**src/rtl/tdm_demux_pkg.sv**
```systemverilog
// Shared constants, state type and lane-slice helper for the TDM 1-to-4 demultiplexer.
package tdm_demux_pkg;

    localparam int unsigned LANES  = 4;
    localparam int unsigned SLOT_W = 2;

    typedef enum logic {
        HUNT,
        COLLECT
    } state_e;

    function automatic int unsigned lane_offset(input int unsigned k, input int unsigned width);
        return k * width;
    endfunction

endpackage

```
**src/rtl/tdm_demux4.sv**
```systemverilog
// Time-division 1-to-4 demultiplexer: rebuilds four serial slots into one registered frame
// and pulses out_valid when a frame completes, sync_err when sync arrives mid-frame.
module tdm_demux4
    import tdm_demux_pkg::*;
#(
    parameter int unsigned WIDTH = 1
) (
    input  logic                     clk,
    input  logic                     rst,
    input  logic [WIDTH-1:0]         in_data,
    input  logic                     in_valid,
    input  logic                     in_sync,
    output logic [LANES*WIDTH-1:0]   out_data,
    output logic                     out_valid,
    output logic [SLOT_W-1:0]        out_sel,
    output logic                     sync_err
);

    state_e                  state_q, state_d;
    logic [SLOT_W-1:0]       sel_q, sel_d;
    logic [LANES*WIDTH-1:0]  out_data_q, out_data_d;
    logic                    out_valid_q, out_valid_d;
    logic                    sync_err_q, sync_err_d;

    // Lane 3 is never shadowed: it is taken straight from the input when the frame closes.
    logic [WIDTH-1:0]        shadow_q [0:LANES-2];
    logic [WIDTH-1:0]        shadow_d [0:LANES-2];

    always_comb begin
        state_d     = state_q;
        sel_d       = sel_q;
        shadow_d    = shadow_q;
        out_data_d  = out_data_q;
        out_valid_d = 1'b0;
        sync_err_d  = 1'b0;

        unique case (state_q)
            HUNT: begin
                if (in_valid && in_sync) begin
                    shadow_d[0] = in_data;
                    sel_d       = SLOT_W'(1);
                    state_d     = COLLECT;
                end
            end
            COLLECT: begin
                if (in_valid) begin
                    if (in_sync && (sel_q != '0)) begin
                        // Sync mid-frame: drop the partial frame and restart at slot 0.
                        sync_err_d  = 1'b1;
                        shadow_d[0] = in_data;
                        sel_d       = SLOT_W'(1);
                    end else if (sel_q == SLOT_W'(LANES - 1)) begin
                        for (int k = 0; k < LANES - 1; k++) begin
                            out_data_d[lane_offset(k, WIDTH) +: WIDTH] = shadow_q[k];
                        end
                        out_data_d[lane_offset(LANES - 1, WIDTH) +: WIDTH] = in_data;
                        out_valid_d = 1'b1;
                        sel_d       = '0;
                    end else begin
                        for (int k = 0; k < LANES - 1; k++) begin
                            if (sel_q == SLOT_W'(k)) begin
                                shadow_d[k] = in_data;
                            end
                        end
                        sel_d = sel_q + SLOT_W'(1);
                    end
                end
            end
            default: state_d = HUNT;
        endcase
    end

    always_ff @(posedge clk) begin
        if (rst) begin
            state_q     <= HUNT;
            sel_q       <= '0;
            out_data_q  <= '0;
            out_valid_q <= 1'b0;
            sync_err_q  <= 1'b0;
            for (int k = 0; k < LANES - 1; k++) begin
                shadow_q[k] <= '0;
            end
        end else begin
            state_q     <= state_d;
            sel_q       <= sel_d;
            out_data_q  <= out_data_d;
            out_valid_q <= out_valid_d;
            sync_err_q  <= sync_err_d;
            shadow_q    <= shadow_d;
        end
    end

    assign out_data  = out_data_q;
    assign out_valid = out_valid_q;
    assign out_sel   = sel_q;
    assign sync_err  = sync_err_q;

endmodule

```
**config.mk**
```make
export PLATFORM = sky130hd
export DESIGN_NAME = tdm_demux4
export DESIGN_NICKNAME = d
export VERILOG_FILES = /design/src/rtl/tdm_demux_pkg.sv /design/src/rtl/tdm_demux4.sv
export SDC_FILE = /design/constraint.sdc
export NUM_CORES = 1
export LEC_CHECK = 0
export CORE_AREA = 2 2 39 41
export CTS_BUF_LIST = sky130_fd_sc_hd__clkbuf_8
export DETAILED_ROUTE_END_ITERATION = 12
export DIE_AREA = 0 0 41 43
export PLACE_DENSITY = 0.77
export REMOVE_ABC_BUFFERS = 1
export SLEW_MARGIN = 10
export SYNTH_ARGS = -nofsm -noshare
export SYNTH_HDL_FRONTEND = slang
export SYNTH_SLANG_ARGS = --single-unit
```
**constraint.sdc**
```tcl
create_clock -name clk -period 2.5 [get_ports clk]
set_input_delay 0.5 -clock clk [delete_from_list [all_inputs] [get_ports clk]]
set_output_delay 0.5 -clock clk [all_outputs]
set_load 0.02 [all_outputs]
```
* Yosys cells after proc, flatten, opt, wreduce, memory -nomap -nowiden
Cells that the tools add are included.
** Operators by class
- $add $sub $neg :: 1
- Eq/ne operators :: 7
- Mux-type cells :: 18
- Bitwise operators :: 4
- Reductions and logical operators :: 11
** Operators with widths (count)
- $mux W2 :: 5
- $reduce_and A5 Y1 :: 2
- $mux W1 :: 9
- $reduce_and A4 Y1 :: 2
- $mux W3 :: 2
- $eq A2 B2 Y1 const B :: 2
- $ne A2 B2 Y1 const B :: 2
- $not A1 Y1 :: 4
- $pmux W2 S2 :: 1
- $reduce_or A4 Y1 :: 1
- $ne A3 B1 Y1 const B :: 1
- $ne A3 B3 Y1 const B :: 1
- $reduce_or A3 Y1 :: 1
- $add A2 B1 Y2 const B :: 1
- $eq A2 B1 Y1 const B :: 1
- $logic_and A1 B1 Y1 :: 2
- $logic_not A2 Y1 :: 1
- $pmux W1 S2 :: 1
- $reduce_and A2 Y1 :: 1
- $reduce_bool A2 Y1 :: 1
** Storage, ports and cells
- Register bits :: 12
- Output and inout bits :: 8
- Word-level logic and storage cells :: 49

* Depth between registers and ports, before layout
- Depth after elaboration :: 6
- Mapped depth :: 5

* Least setup slack after synthesis
OpenSTA, ideal clock, no wires.
- Path kind :: register to register
- Start point :: register sel_q[0] (netlist: out_sel[0])
- End point :: register out_data_q[3] (netlist: out_data[3])
- Setup time :: 122 ps
- Arrival time :: 1328 ps
- Slack :: 1051 ps
- Cell stages (with the launch flop) :: 6
- Path buffers :: 0
- Path through :: dfxtp_1 > inv_1 > ha_1 > nand2b_2 > and3_4 > mux2i_1
** On the way
- Cells in the longest elaborated chain, start to end :: 4
** RTL lines
- start, declared :: line tdm_demux4.sv:20 : logic [SLOT_W-1:0] sel_q, sel_d;
- start signal, assigned :: line tdm_demux4.sv:85 : sel_q <= sel_d;
- $reduce_bool A2 Y1 :: line tdm_demux4.sv:47 : if (in_sync && (sel_q != '0)) begin
- $logic_and A1 B1 Y1 :: line tdm_demux4.sv:47
- $not A1 Y1 (no source line)
- $reduce_and A4 Y1 (no source line) *
- end signal, assigned :: line tdm_demux4.sv:86 : out_data_q <= out_data_d;
- end, declared :: line tdm_demux4.sv:21 : logic [LANES*WIDTH-1:0] out_data_q, out_data_d;
Every way passes the cells marked *; elsewhere a longest branch is shown, timed or not.
A chain may end at the register's enable or synchronous reset.

* Worst setup path after layout
- Start point :: register sel_q[0] (netlist: out_sel[0])
- End point :: output port out_sel[0]
** RTL lines
- end, declared :: line tdm_demux4.sv:15 : output logic [SLOT_W-1:0] out_sel,
No word-level cell between the ends.

==> impl_metrics.toml <==
[grt]
grt_pass1_wl_um = 1573
track_usage = 0.1361
antenna_found_initial = 0
grt_max_degree = 14
grt_overflow = 0
grt_pass1_vias = 369

[hold_path]
hp-class = "flop to flop"

[setup_path]
path_cells = "clkdlybuf4s50_1"
endpoint = "out_sel[0]"
required_ns = 2.00
slowest_delay_ns = 0.65
critPathKind = "flop to output port"
crit_slowest_cell = "clkdlybuf4s50_1"
crit_buf_inv = 1
r2r_start = "out_sel[0]"
arrival_ns = 1.30
r2r_slack_ns = 1.08
crit_cells = 1
crit_path_end_kind = "output port"
path_max_fanout = 6
regToRegEndpoint = "out_data[3]"
critical_path.startpoint_type = "flop"
critPathLaunch = "out_sel[0]"
critPathTopFamily = "buffers and inverters"
r2r_cells = 5

[floorplanning]
initial_utilization = 0.4051
placementRows = 14
dieWidth_um = 41
dieArea_mm2 = 0.001763
fp.dieH_um = 43
io_pins = 13
core_area_mm2 = 0.001384

[power]
pwr_density_cell_mw_per_mm2 = 552.1
vdd_drop_max_mv = 0.2788
p_leak_nw = 0.2991

[logic_synthesis]
syn_area_per_cell_um2 = 10.38
yosys_warnings = 0
synth-async-reset-ratio = 0
synth_top_cell_area_share = 0.4286
synth_commonest_cells = "dfxtp_1 (12), nand2b_1 (9), mux2i_1 (7), ha_1 (4), nor2_1 (3)"
ys.flop_type = "dfxtp_1"
synth_edf_count = 0
syn_area_um2 = 560.5
synth_area_leader_cell = "dfxtp_1"
synthCells = 54
synth_most_common_cell = "dfxtp_1"
ys_top_cells_by_area = "dfxtp_1 (43%), mux2i_1 (13%), nand2b_1 (10%)"
synth-seq-area-share = 0.4286
yosysUniqueCellTypes = 20
ys_ff_latch = 12

[sta]
fin_crit_ns = 1.801
fin_skew_ns = 0.0005203
report.final.hold_viol_count = 0
fmax_mhz = 555.2
slew_viol_final = 0
tightest_slew_ns = 0.3964
period_share = 0.7205
tns_ns = 0
rsz0062_at_grt = "no"
setup_viol = 0
relSlewSlack = 0.7349

[clocking]
cts.path.max_buffers = 2
htreeDepth = 1
cts_resized = 0
cts_setup_buffers = 0
clk_latency_ns = 0.23
root_buffer = "clkbuf_8"
cts.sinks = 12
clk_pin_slew_ns = 0.05
cts_tree = "yes"
ctsHoldBuffers = 0
cts_buffers = 3

[route]
firstDrtPassIters = 1
antenna_left = 0
wirelength_um = 953
wire_per_inst_um = 11.35
vias = 419
viasPerCell = 4.988
drc = 0
drt-initial-drc-count = 0

[cells_and_area]
antenna_cells = 0
final_core_util = 0.5335
drive_gt1_frac = 0.1029
nets = 79
areaGrowthSynthToFinish_pct = 31.70

[placed_design]
gp_congestion = 0.7064
port_buffers = 12
dpl.hpwl_um = 705.9

[run]
max_cap_viol_count = 0

[status]
outcome = "finished clean"
==> logic make-up (layout without fill, tap and decap cells) <==
group,Yosys count,count (layout),share of synthesized area
mux,7,7,0.1250
buf+inv,3,17,0.02009
compound gates,5,5,0.06474
flops,12,12,0.4286
fa+ha+maj,4,4,0.08929
simple gates,23,23,0.2723
==> layer usage <==
| layer | global-route usage | up-vias | wire, um |
|---|---|---|---|
| li1 | - | 217 | - |
| met3 | 0.04712 | 2 | 34 |
| met2 | 0.1906 | 9 | 441 |
| met5 | 0 | - | 0 |
| met4 | 0.08000 | 0 | 14 |
| met1 | 0.1726 | 191 | 463 |
==> worst min path at each step <==
stage | depth (start not counted) | from | end | slack, ns
after global placement | 2 | out_data[0] | out_data[0] | 0.46
after global routing | 2 | out_data[0] | out_data[0] | 0.49
after detailed placement | 2 | out_data[1] | out_data[1] | 0.47
after CTS | 2 | out_data[1] | out_data[1] | 0.48
final | 2 | out_data[1] | out_data[1] | 0.48
after floorplan | 2 | shadow_q[2] | out_data[0] | 0.46
==> state kept, by name, indices dropped and copies added, names as in the netlist <==
signal     count
state_q        1
out_sel        2
shadow_q       3
sync_err       1
out_data       4
out_valid      1
==> power by group <==
part | switching (mW) | leakage (nW) | internal (mW) | total, mW
registers | 0.00459 | 0.0973 | 0.196 | 0.200
clock network | 0.0645 | 0.0216 | 0.106 | 0.170
logic | 0.0177 | 0.180 | 0.0194 | 0.0371
total | 0.0868 | 0.299 | 0.321 | 0.408
==> stage by stage <==
stage | hold slack [ns] | setup slack (ns) | std cells | cell area [um^2] | power (mW)
after floorplan | 0.4578 | 1.051 | 53 | 556.8 | 0.2240
after global placement | 0.4648 | 0.8135 | 81 | 696.9 | 0.2408
after detailed placement | 0.4695 | 0.7728 | 81 | 696.9 | 0.2413
after CTS | 0.4792 | 0.6929 | 84 | 738.2 | 0.4105
after global routing | 0.4932 | 0.6454 | 84 | 738.2 | 0.4261
final | 0.4765 | 0.6988 | 84 | 738.2 | 0.4076
==> cell usage in the layout (no fill, tap or decap), types with 2 or more instances in the layout <==
cell / count
inv_1: 2
a21oi_1: 2
nand2b_1: 9
nand4b_1: 2
clkbuf_8: 3
mux2i_1: 7
clkdlybuf4s50_1: 12
nor2_1: 3
ha_1: 4
dfxtp_1: 12
nand3_1: 2
==> worst register-to-register path: stages (launching register included) <==
cell	delay, ns
dfxtp_1	0.42
inv_1	0.09
ha_1	0.23
nand2b_2	0.24
and3_4	0.21
mux2i_1	0.11
==> area by class of cell <==
cell class              count  area, um^2
clock buffers               3       41.29
fillers                   122       645.6
inverters                   2       7.507
multi-input cells          39       309.0
flip-flops and latches     12       240.2
well taps                  16       20.02
repair buffers             12       120.1
Power figures use the tool's default switching activity.
